**src/rtl/boost_pwm_ctrl.sv**
```systemverilog
// Boost converter PWM sequencer: soft-start, slew-limited duty tracking, duty ceiling
// and latched fault shutdown, producing one gate command for the dead-time stage.
module boost_pwm_ctrl #(
    parameter int CNT_W    = 10,
    parameter int PERIOD   = 999,
    parameter int DUTY_MAX = 900,
    parameter int SS_STEP  = 4
) (
    input  logic             clk,
    input  logic             rst,
    input  logic             en,
    input  logic [CNT_W-1:0] duty_cmd,
    input  logic             fault_in,
    input  logic             fault_clr,
    output logic             pwm_out,
    output logic             period_start,
    output logic [CNT_W-1:0] duty_eff,
    output logic [1:0]       state,
    output logic             fault_latched
);

    // state     | meaning
    // IDLE      | converter off, duty held at zero
    // SOFTSTART | duty ramps by SS_STEP per period toward target
    // RUN       | duty tracks target; increases slew-limited, decreases immediate
    // FAULT     | gate off, waiting for fault_clr with fault_in and en both low
    typedef enum logic [1:0] {
        IDLE      = 2'd0,
        SOFTSTART = 2'd1,
        RUN       = 2'd2,
        FAULT     = 2'd3
    } state_t;

    localparam logic [CNT_W-1:0] PER_TC = CNT_W'(PERIOD);
    localparam logic [CNT_W-1:0] DMAX   = CNT_W'(DUTY_MAX);
    localparam logic [CNT_W:0]   STEP   = (CNT_W+1)'(SS_STEP);

    state_t           state_q, state_d;
    logic [CNT_W-1:0] cnt;
    logic [CNT_W-1:0] duty_d;
    logic [CNT_W-1:0] target;
    logic [CNT_W:0]   sum;
    logic [CNT_W-1:0] stepped;
    logic             boundary;

    assign boundary = (cnt == PER_TC);
    assign target   = (duty_cmd > DMAX) ? DMAX : duty_cmd;
    // One extra bit so the ramp can never wrap past the ceiling.
    assign sum      = {1'b0, duty_eff} + STEP;
    assign stepped  = (sum > {1'b0, target}) ? target : sum[CNT_W-1:0];

    always_comb begin
        state_d = state_q;
        duty_d  = duty_eff;
        if (fault_in) begin
            state_d = FAULT;
            duty_d  = '0;
        end else begin
            case (state_q)
                IDLE: begin
                    duty_d = '0;
                    if (en) state_d = SOFTSTART;
                end
                SOFTSTART: begin
                    if (!en) begin
                        state_d = IDLE;
                        duty_d  = '0;
                    end else if (boundary) begin
                        duty_d = stepped;
                        if (stepped == target) state_d = RUN;
                    end
                end
                RUN: begin
                    // min(duty+step, target) also covers an immediate decrease.
                    if (!en) begin
                        state_d = IDLE;
                        duty_d  = '0;
                    end else if (boundary) begin
                        duty_d = stepped;
                    end
                end
                FAULT: begin
                    duty_d = '0;
                    if (fault_clr && !en) state_d = IDLE;
                end
                default: begin
                    state_d = IDLE;
                    duty_d  = '0;
                end
            endcase
        end
    end

    always_ff @(posedge clk) begin
        if (rst) begin
            state_q       <= IDLE;
            cnt           <= '0;
            duty_eff      <= '0;
            pwm_out       <= 1'b0;
            period_start  <= 1'b0;
            fault_latched <= 1'b0;
        end else begin
            state_q       <= state_d;
            cnt           <= boundary ? '0 : cnt + 1'b1;
            duty_eff      <= duty_d;
            period_start  <= boundary;
            pwm_out       <= ((state_q == SOFTSTART) || (state_q == RUN)) && !fault_in
                             && en && (cnt < duty_eff);
            fault_latched <= (state_d == FAULT);
        end
    end

    assign state = state_q;

endmodule

```
**config.mk**
```make
export PLATFORM = sky130hd
export DESIGN_NAME = boost_pwm_ctrl
export DESIGN_NICKNAME = d
export VERILOG_FILES = /design/src/rtl/boost_pwm_ctrl.sv
export SDC_FILE = /design/constraint.sdc
export NUM_CORES = 1
export LEC_CHECK = 0
export CORE_UTILIZATION = 59
export DETAILED_ROUTE_END_ITERATION = 12
export PLACE_DENSITY = 0.85
export SYNTH_ARGS = -nofsm -noshare
export SYNTH_HDL_FRONTEND = slang
export SYNTH_SLANG_ARGS = --single-unit
```
**constraint.sdc**
```tcl
create_clock -name clk -period 5 [get_ports clk]
set_input_delay 1.25 -clock clk [delete_from_list [all_inputs] [get_ports clk]]
set_output_delay 1.25 -clock clk [all_outputs]
set_load 0.1 [all_outputs]
```
# ---- Yosys cells after proc, flatten, opt, wreduce, memory -nomap -nowiden
# Cells that the tools add are included.
dict set report totals {
  ff_bits 25
  inputBits 15
  output_inout_bits 15
  word_cells 43
}
dict set report op_classes {
  n_addsub 2
  magnitude_cmp 3
  n_eq_ne 7
  mux 13
  n_reduce_logical 12
}
# cell n
set ops {}
lappend ops {{$mux 10} 4}
lappend ops {{$pmux 10 s2} 1}
lappend ops {{$mux 2} 7}
lappend ops {{$add 10x3->11 const B} 1}
lappend ops {{$gt 11x10->1} 1}
lappend ops {{$add 10x1->10 const B} 1}
lappend ops {{$eq 10x10->1} 1}
lappend ops {{$eq 10x10->1 const B} 1}
lappend ops {{$gt 10x10->1 const B} 1}
lappend ops {{$lt 10x10->1} 1}
lappend ops {{$pmux 2 s4} 1}
lappend ops {{$reduce_or 2->1} 4}
lappend ops {{$eq 2x2->1 const B} 3}
lappend ops {{$logic_and 1x1->1} 4}
lappend ops {{$ne 3x2->1 const B} 1}
lappend ops {{$eq 2x1->1 const B} 1}
lappend ops {{$logic_not 1->1} 2}
lappend ops {{$logic_not 2->1} 1}
lappend ops {{$logic_or 1x1->1} 1}

# ---- Depth between registers and ports, before layout
# Gate-level depths: netlist (run 1).
dict set report logic_depth {
  ltp_word 11
  ltp_mapped 13
}

# ---- Worst setup path before layout (run 1)
# Ideal clock, no wire load.
dict set report synth_timing {
  path_type {input to register}
  startpoint {input port duty_cmd[6]}
  endpoint {register duty_eff[4]}
  setup_time_ps 128
  arrival_time_ps 3535
  path_slack_ps 1337
  cell_stages 13
  path_buffers 2
  cell_sequence {or4_1 buf_2 o21ai_0 and2_1 ha_1 nand3_1 nor3_1 o21ai_0 and2_0 clkbuf_1 o21ai_0 a22oi_1 nor2_1}
}
dict set report synth_between {
  elab_chain_len 7
}
# element line_no
set synth_lines {}
lappend synth_lines {{start, declared} 12} ;# input logic [CNT_W-1:0] duty_cmd,
lappend synth_lines {{$gt 10x10->1} 47} ;# assign target = (duty_cmd > DMAX) ? DMAX : duty_cmd;
lappend synth_lines {{$mux 10 (*)} 47}
lappend synth_lines {{$gt 11x10->1} 50} ;# assign stepped = (sum > {1'b0, target}) ? target : sum[CNT_W-1:0];
lappend synth_lines {{$mux 10 (*)} 50}
lappend synth_lines {{$mux 10 (*)} {68, 78}}
lappend synth_lines {{$mux 10 (*)} 65} ;# if (!en) begin
lappend synth_lines {{$pmux 10 s2 (*)} 59} ;# case (state_q)
lappend synth_lines {{end signal, assigned} 105} ;# duty_eff <= duty_d;
lappend synth_lines {{end, declared} 17} ;# output logic [CNT_W-1:0] duty_eff,
# Mark *: on every way between the ends. The rest lies on a longest branch, timed or not. The select of a mux whose other input is x is not followed.
# A chain may end at the register's enable or synchronous reset.

# ---- Final worst setup path (run 1)
dict set report layout_timing {
  startpoint {input port duty_cmd[6]}
  endpoint {register fault_latched}
}
dict set report layout_between {
  elab_chain_len 11
}
# element line_no
set layout_lines {}
lappend layout_lines {{$gt 10x10->1} 47}
lappend layout_lines {{$mux 10 (*)} 47}
lappend layout_lines {{$gt 11x10->1} 50}
lappend layout_lines {{$mux 10} 50}
lappend layout_lines {{$eq 10x10->1 (*)} 70} ;# if (stepped == target) state_d = RUN;
lappend layout_lines {{$mux 2 (*)} 70}
lappend layout_lines {{$mux 2 (*)} 68} ;# end else if (boundary) begin
lappend layout_lines {{$mux 2 (*)} 65}
lappend layout_lines {{$pmux 2 s4 (*)} 59}
lappend layout_lines {{$mux 2 (*)} 55} ;# if (fault_in) begin
lappend layout_lines {{$eq 2x2->1 (*)} 109} ;# fault_latched <= (state_d == FAULT);
lappend layout_lines {{end signal, assigned} 109}
lappend layout_lines {{end, declared} 19} ;# output logic fault_latched
# Mark *: on every way between the ends. The rest lies on a longest branch, timed or not.

==> results by group, run 1 <==
Die
  – CORE AREA: 0.00336 sq mm
  – Die area: 0.00381 sq mm
  – Initial core utilization: 62.5%
  – Die Span Y: 61.7 um
  – IO Pins: 30
  – Die X: 61.7 um
  – # rows: 21

Logic synthesis
  – Number of flops mapped to enable cells by yosys: 0
  – Gate count of the mapped netlist: 263
  – Synth warn: 0
  – Mean Syn Cell Area: 8.00 sq um
  – Post-synthesis sequential area ratio: 23.8%
  – Ys flop type: dfxtp_1
  – Syn Nets: 303
  – Synth Register Bits: 25
  – Mapped Area: 0.00210 sq mm
  – Synth unique cells: 52
  – Async set-reset flop share out of synthesis: 0%

Placed design
  – Final Wtd Congestion: 0.930
  – Post-DP HPWL: 3.82 mm
  – Placed cell areas: 0.00241 sq mm
  – IO Port Bufs: 29

Clock tree
  – Post-CTS Setup Bufs: 0
  – Skew-Pair Late Insertion Delay: 0.31 ns
  – Post-CTS sizing: 0
  – Clock Sinks: 25
  – Clk root buf: clkbuf_4
  – CTS buffer count: 3
  – TritonCTS clock tree: built
  – Worst-path clk slew: 0.13 ns
  – CTS Hold Buffers Added: 0
  – CTS H-tree lvls: 1
  – Buffer depth of the longest clock path: 2

Layout
  – Nets: 329
  – Syn-to-layout area delta: 15.9%
  – Most frequent cells in the layout: clkdlybuf4s50_1 (29), nor2_1 (26), ha_1 (25), dfxtp_1 (25), inv_1 (23)
  – Post-layout instance area: 0.00244 sq mm
  – Ant diodes: 0
  – Layout cells sized above 1: 3.47%
  – Most common cell after layout, fill and taps aside: clkdlybuf4s50_1

Global route
  – Antenna violations before repair: 0
  – Largest net degree at the start of global routing: 14
  – Vias in the first global route: 1728
  – First-pass GRT wire length: 7.73 mm
  – Grt total ovfl: 0
  – GR Util All Layers: 27.1%

Power and ir drop
  – Leakage: 0.990 nW
  – Power Density: 156 mW/mm^2
  – VDD IR-drop max: 0.177 mV

STA
  – Hold Violations, Final: 0
  – Tmin final: 4.10 ns
  – Layout Skew: 0.00302 ns
  – Worst-Margin Slew: 0.970 ns
  – Endpoints failing setup: 0
  – Max Freq: 244 MHz
  – RSZ-0062 raised after global routing: false
  – Period utilization: 82.1%
  – Hold slack: 0.498 ns
  – Rel. slew slack: 35.1%
  – Setup TNS: 0 ns
  – Final Max Slew Viols: 0

Flow run
  – Maxcap violations: 0

Worst setup path
  – Worst endpoint required time: 5.20 ns
  – Worst Setup Start Kind: input pin
  – Crit path DAT: 4.30 ns
  – Crit end category: flop
  – WS Path Type: input pin to flop
  – CP Max Fanout: 6

Route
  – Final wirelength: 4.80 mm
  – Initial DRC Count: 92
  – Detailed-router iteration count before antenna repair: 5
  – Via density: 6.04
  – Via count: 2019
  – WL/cell: 14.4 um
  – # DRC: 0
  – ANT nets after route: 0

Status
  – Status: complete, no violations

Worst hold path
  – Hold WC Path Type: flop to flop
[power by group]
| part | internal, W | leakage [nW] | switching, W |
|---|---|---|---|
| combinational | 0.0000354 | 0.772 | 0.0000503 |
| clock | 0.0000312 | 0.0150 | 0.0000559 |
| sequential | 0.000203 | 0.203 | 0.00000424 |
[final timing paths]
path	startpoint	end	slack (ns)	cells after the start
min	cnt[0]	cnt[0]	0.50	1
max reg2reg	duty_eff[2]	duty_eff[7]	1.65	12
max	duty_cmd[6]	fault_latched	0.90	12
min reg2reg	cnt[0]	cnt[0]	0.50	1
[cell usage after synthesis, types with 2 or more instances]
cell	number	area, sq um
o21ai_0	10	50.1
nor2_1	26	97.6
a31oi_1	4	25.0
a21o_1	7	52.6
dfxtp_1	25	500
nor3_1	5	25.0
buf_4	2	15.0
xnor2_1	13	114
ha_1	25	313
nand3b_1	2	15.0
nand4b_1	2	17.5
clkbuf_1	4	15.0
nand2_1	15	56.3
a21oi_1	17	85.1
mux2i_1	3	30.0
nand3_1	14	70.1
o22ai_1	3	18.8
o22a_1	2	17.5
or4_1	2	15.0
a2111oi_0	2	17.5
or3_1	4	25.0
nand2b_1	3	18.8
nand4_1	6	37.5
a211oi_1	6	45.0
xor2_1	3	26.3
and3_1	6	37.5
a22oi_1	3	22.5
o21bai_1	2	15.0
a211o_1	2	17.5
inv_1	23	86.3
[flip-flops by register name, indices dropped and copies added (netlist names)]
signal,flops
period_start,1
state,2
pwm_out,1
duty_eff,10
fault_latched,1
cnt,10
[metal layers]
layer	vias to the layer above	global-route usage [%]	wire length [um]
li1	1020	-	-
met3	6	4.14	292
met1	923	38.2	2230
met2	70	44.4	2240
met5	-	0	0
met4	0	5.08	38
[worst max-delay path, stage by stage]
cell and delay, ns:
clkdlybuf4s50_1 0.46, or4_1 0.67, o21ai_0 0.24, and2_1 0.18, ha_1 0.23, nand3_1 0.10
nor3_1 0.06, o21ai_0 0.31, nand3_1 0.30, o41ai_4 0.17, mux2i_1 0.24, o21ai_0 0.10
[cell type report]
class,count,area [sq um]
timing repair buffer,29,290
fill,284,926
clock buffer,4,26.3
inverter,23,86.3
multi-input combinational,207,1480
sequential,25,500
tap,46,57.6
[kinds of logic (layout without fill, tap and decap cells)]
group	count (synthesis)	in the layout	synth area share (%)
multiplexers	3	3	1.43
AND/OR/NAND/NOR	93	93	22.9
XOR/XNOR	17	17	7.91
AO/OA/AOI/OAI	69	69	23.1
adder cells (fa/ha/maj)	25	25	14.9
buffers and inverters	31	56	6.01
flip-flops	25	25	23.8
[through the flow]
| step | setup WS, ns | instances | power (W) | util, % |
|---|---|---|---|---|
| floorplan | 1.34 | 263 | 0.000268 | - |
| global placement | 0.730 | 330 | 0.000295 | 71.7 |
| detailed placement | 0.629 | 330 | 0.000297 | 71.7 |
| CTS | 0.940 | 334 | 0.000382 | 72.5 |
| global route | 0.656 | 334 | 0.000400 | 72.5 |
| finish | 0.897 | 334 | 0.000380 | 72.5 |
Power figures use the tool's default switching activity.
==> run 2, diff against run 1 <==
CORE_UTILIZATION = 50   (was 59)
PLACE_DENSITY = 0.77   (was 0.85)
clock period = 3.55 ns   (was 5 ns; I/O delays follow)
==> run 2 against run 1 <==
Effect of this change: sequential power rose by 40%; non-clock buffer count rose by 21; cell area rose by 7.2%; clock-buffer cell count did not move; worst hold slack got worse by 0.022 ns; die area rose by 17%; worst setup slack got worse by 0.77 ns; utilization fell by 7.6 points; first-iteration DRC count rose by 120%.
==> results by group, run 2 (same netlist as run 1, synthesis figures left out) <==
Status
  – Status: complete, no violations

Worst setup path
  – Most used cell, CP: or4_4
  – Worst Setup Start Kind: input pin
  – Reg2reg start: duty_eff[2]
  – Crit path cell chain: clkdlybuf4s50_1 > or4_4 > buf_4 > o22ai_2 > a32oi_1 > or4_4 > o41ai_4 > mux2i_1 > o21ai_0
  – Worst endpoint required time: 3.70 ns
  – WS Path Type: input pin to flop
  – CP bufs+invs: 2
  – Crit path DAT: 3.57 ns
  – Delay-heaviest family, CP: simple AND/OR/NAND/NOR gates
  – Crit end category: flop
  – CP peak stage delay: 0.56 ns
  – CP Max Fanout: 4
  – Slowest CP cell: or4_4
  – Crit. Startpoint: duty_cmd[6]

Global route
  – First-pass GRT wire length: 8.32 mm
  – Largest net degree at the start of global routing: 14
  – Antenna violations before repair: 0
  – Grt total ovfl: 0
  – GR Util All Layers: 24.5%
  – Vias in the first global route: 1890

Layout
  – Ant diodes: 0
  – Nets: 350
  – Most common cell after layout, fill and taps aside: buf_4
  – # fillers: 361
  – Final core occ: 64.8%
  – Layout cells sized above 1: 15.9%
  – Syn-to-layout area delta: 24.2%
  – Most frequent cells in the layout: buf_4 (32), nor2_1 (26), ha_1 (25), inv_1 (23), dfxtp_1 (23)

Die
  – Die area: 0.00447 sq mm
  – IO Pins: 30
  – CORE AREA: 0.00403 sq mm
  – # rows: 23
  – Initial core utilization: 52.2%
  – Die Span Y: 66.9 um
  – Die X: 66.9 um

Placed design
  – Post-DP HPWL: 4.13 mm
  – Final Wtd Congestion: 0.964
  – IO Port Bufs: 29

Power and ir drop
  – Leakage: 1.13 nW
  – P_sw: 0.000167 W
  – VDD IR-drop max: 0.270 mV
  – Combinational Power Share: 22.7%
  – Clock Power Share: 28.1%
  – Sw Ratio: 28.1%
  – Power Density: 228 mW/mm^2
  – Internal power of the cells: 0.000427 W
  – Sequential power share: 49.2%

Clock tree
  – Clk root buf: clkbuf_8
  – Post-CTS sizing: 2
  – Worst-path clk slew: 0.09 ns
  – CTS buffer count: 3
  – TritonCTS clock tree: built
  – Buffer depth of the longest clock path: 2
  – Clock Sinks: 25
  – Skew-Pair Late Insertion Delay: 0.27 ns
  – CTS H-tree lvls: 1
  – Post-CTS Setup Bufs: 0
  – CTS Hold Buffers Added: 0

STA
  – Hold Violations, Final: 0
  – Rel. slew slack: 35.5%
  – Worst-Margin Slew: 0.964 ns
  – Setup TNS: 0 ns
  – Layout Skew: 0.00642 ns
  – Endpoints failing setup: 0
  – Final Max Slew Viols: 0
  – Max Freq: 292 MHz
  – Period utilization: 96.5%
  – RSZ-0062 raised after global routing: true
  – Tmin final: 3.43 ns

Route
  – # DRC: 0
  – ANT nets after route: 0
  – Via count: 2103
  – WL/cell: 14.6 um
  – Initial DRC Count: 205
  – Final wirelength: 5.23 mm
  – Detailed-router iteration count before antenna repair: 4
  – Via density: 5.86

Flow run
  – Maxcap violations: 0

Worst hold path
  – Hold WC Path Type: flop to flop
  – Hold path startpoint: cnt[0]
==> run 2: worst reg2reg max path: cells and delay by family (launching register included) <==
family | cells | cell delay, ns
and+or+nand+nor | 3 | 0.67
muxes | 1 | 0.17
xor gates and xnor gates | 1 | 0.17
AOI/OAI and AO/OA | 5 | 0.95
adders and majority gates | 2 | 0.58
DFF | 1 | 0.42
==> run 2: worst paths after layout <==
path         slack [ns]  cells past startpoint       endpoint
min reg2reg        0.48                      1         cnt[0]
max                0.12                      9  fault_latched
max reg2reg        0.48                     12  fault_latched
min                0.48                      1         cnt[0]
==> run 2: area by class of cell <==
cell class	count	area, sq um	area share (%)
well taps	50	62.6	2.39
repair buffers	50	422	16.1
clock buffers	4	45.0	1.72
flip-flops and latches	25	503	19.3
inverters	23	86.3	3.30
multi-input cells	207	1490	57.2
==> run 2: metrics by stage <==
stage | cell area [sq um] | hold WS, ns | instances | total power (W) | setup WS, ns
after floorplan | 2110 | 0.437 | 263 | 0.000377 | 0.0398
after global routing | 2610 | 0.504 | 359 | 0.000626 | -0.0000480
after detailed placement | 2550 | 0.466 | 355 | 0.000432 | -0.330
final | 2610 | 0.477 | 359 | 0.000594 | 0.124
after global placement | 2550 | 0.458 | 355 | 0.000430 | -0.181
after CTS | 2590 | 0.485 | 359 | 0.000596 | 0.0443
==> run 2: power by group through the flow <==
stage	Clock, W	Sequential (W)	Combinational (W)
2_1_floorplan	0	0.000319	0.0000581
3_3_place_gp	0	0.000299	0.000131
3_5_place_dp	0	0.000299	0.000133
4_1_cts	0.000170	0.000292	0.000133
5_1_grt	0.000185	0.000293	0.000148
6_report	0.000167	0.000292	0.000135
==> run 2: layer usage <==
metal / up-vias / part of all wire (%) / GRT usage (%)
li1: 1058 / - / -
met1: 969 / 47 / 33.0
met4: 0 / 1.1 / 6.65
met5: - / 0 / 0
met2: 67 / 46 / 39.5
met3: 9 / 6.4 / 4.62
==> run 3, diff against run 2 <==
GPL_ROUTABILITY_DRIVEN = 0   (was not set)
clock period = 2.9 ns   (was 3.55 ns; I/O delays follow)
==> run 3 against run 2 <==
Effect of this change: non-clock buffer count grew 21; utilization grew 7.5 points; worst hold slack gained 0.0014 ns; worst setup slack lost 0.10 ns; cell count grew 5.8%; critical path depth grew 5; clock-buffer cell count shrank 1; combinational power grew 42%; cell area grew 12%; clock skew shrank 0.0010 ns; total power grew 28%; critical endpoint is now duty_eff[7].
==> results by group, run 3 (same netlist as run 1, synthesis figures left out) <==
Power and ir drop
  – Sw Ratio: 30.0%
  – Power Density: 260 mW/mm^2
  – P_sw: 0.000228 W
  – Combinational Power Share: 25.3%
  – Leakage: 1.28 nW
  – VDD IR-drop max: 0.266 mV
  – Clock Power Share: 28.2%
  – Internal power of the cells: 0.000532 W
  – Sequential power share: 46.5%

Global route
  – GR Util All Layers: 26.1%
  – Largest net degree at the start of global routing: 16
  – Vias in the first global route: 1960
  – Grt total ovfl: 0
  – First-pass GRT wire length: 8.76 mm
  – Antenna violations before repair: 0

STA
  – Rel. slew slack: 73.2%
  – RSZ-0062 raised after global routing: true
  – Endpoints failing setup: 0
  – Final Max Slew Viols: 0
  – Hold Violations, Final: 0
  – Max Freq: 347 MHz
  – Tmin final: 2.88 ns
  – Worst-Margin Slew: 0.399 ns
  – Layout Skew: 0.00541 ns
  – Period utilization: 99.3%

Worst setup path
  – Crit path DAT: 3.05 ns
  – Crit end category: flop
  – Worst endpoint required time: 3.07 ns
  – WS Path Type: input pin to flop
  – CP Max Fanout: 4
  – Worst Setup Start Kind: input pin

Route
  – ANT nets after route: 0
  – Via density: 5.86
  – Via count: 2227
  – Detailed-router iteration count before antenna repair: 7
  – # DRC: 0
  – Final wirelength: 5.99 mm
  – Initial DRC Count: 130
  – WL/cell: 15.8 um

Clock tree
  – Worst-path clk slew: 0.09 ns
  – TritonCTS clock tree: built
  – CTS H-tree lvls: 1
  – Skew-Pair Late Insertion Delay: 0.27 ns
  – CTS buffer count: 3
  – Buffer depth of the longest clock path: 2
  – Clk root buf: clkbuf_8
  – Clock Sinks: 25

Layout
  – # fillers: 324
  – Most frequent cells in the layout: buf_4 (54), nor2_1 (26), inv_1 (22), ha_1 (22), dfxtp_1 (17)
  – Final core occ: 72.4%
  – Layout cells sized above 1: 30.3%
  – Post-layout instance area: 0.00292 sq mm
  – Ant diodes: 0
  – Most common cell after layout, fill and taps aside: buf_4
  – Syn-to-layout area delta: 38.7%
  – Final Non-Filler Cells: 380
  – Nets: 371
  – FF/Latch Area: 523 sq um
  – Footprint of the multi-input gates: 0.00162 sq mm

Flow run
  – Maxcap violations: 0

Die
  – CORE AREA: 0.00403 sq mm
  – IO Pins: 30
  – # rows: 23
  – Die area: 0.00447 sq mm
  – Initial core utilization: 52.2%
  – Die X: 66.9 um
  – Die Span Y: 66.9 um

Placed design
  – IO Port Bufs: 29
  – Placed cell areas: 0.00271 sq mm
  – Post-DP HPWL: 4.62 mm
  – Cells after DPL: 370

Worst hold path
  – Hold WC Path Type: flop to flop

Status
  – Status: complete, no violations
[run 3: final cells by class]
| type | count | share of cell area, % |
|---|---|---|
| Inverter | 23 | 3.05 |
| Clock inverter | 1 | 0.257 |
| Sequential cell | 25 | 17.9 |
| Tap cell | 50 | 2.15 |
| Timing Repair Buffer | 71 | 19.6 |
| Clock buffer | 3 | 1.42 |
| Multi-Input combinational cell | 207 | 55.6 |
[run 3: final timing paths]
kind | slack, ns | from | cells past startpoint | end
hold / removal | 0.48 | cnt[0] | 1 | cnt[0]
setup reg to reg | 0.10 | duty_eff[2] | 14 | duty_eff[7]
setup / recovery | 0.02 | duty_cmd[4] | 14 | duty_eff[7]
hold reg to reg | 0.48 | cnt[0] | 1 | cnt[0]
[run 3: power by group through the flow]
| stage | registers (W) | logic [W] | clock network, W |
|---|---|---|---|
| after floorplan | 0.000386 | 0.0000763 | 0 |
| after global placement | 0.000361 | 0.000174 | 0 |
| after detailed placement | 0.000361 | 0.000177 | 0 |
| after CTS | 0.000353 | 0.000179 | 0.000216 |
| after global routing | 0.000355 | 0.000207 | 0.000234 |
| final | 0.000353 | 0.000192 | 0.000214 |
[run 3: worst max-delay path: stages]
cell and delay, ns:
buf_6 0.09, or4_4 0.57, a21o_4 0.25, inv_4 0.07, ha_4 0.20, a21oi_2 0.12
a21o_1 0.13, nand4_1 0.20, buf_4 0.21, buf_4 0.12, nand3_1 0.09, o41ai_2 0.07
a22oi_1 0.14, nor2_1 0.05
[run 3: per-layer routing]
layer  GRT usage (%)  up-vias  share of wire (%)  routed length [um]
met4            7.18        0                1.6                  96
met2            45.6       86                 48                2880
met5               0        -                  0                   0
li1                -     1098                  -                   -
met3            4.45       14                5.3                 315
met1            32.6     1029                 45                2700
[run 3: timing repair]
| item | CTS | global route |
|---|---|---|
| buffers inserted | 1 | 4 |
| hold buffers | 0 | 0 |
| pin swaps | 5 | 12 |
| setup endpoints to repair | 13 | 13 |
| gates resized for setup | 15 | 26 |
| cloned | 0 | 1 |
[run 3: stage by stage]
step | total power [W] | hold slack [ns] | worst slack (ns) | TNS, ns
after floorplan | 0.000462 | 0.437 | -0.0973 | -0.243
after global placement | 0.000535 | 0.455 | -0.580 | -5.96
after detailed placement | 0.000539 | 0.461 | -0.632 | -6.85
after CTS | 0.000748 | 0.481 | 0.00272 | 0
after global routing | 0.000796 | 0.525 | -0.0518 | -0.278
final | 0.000759 | 0.478 | 0.0198 | 0
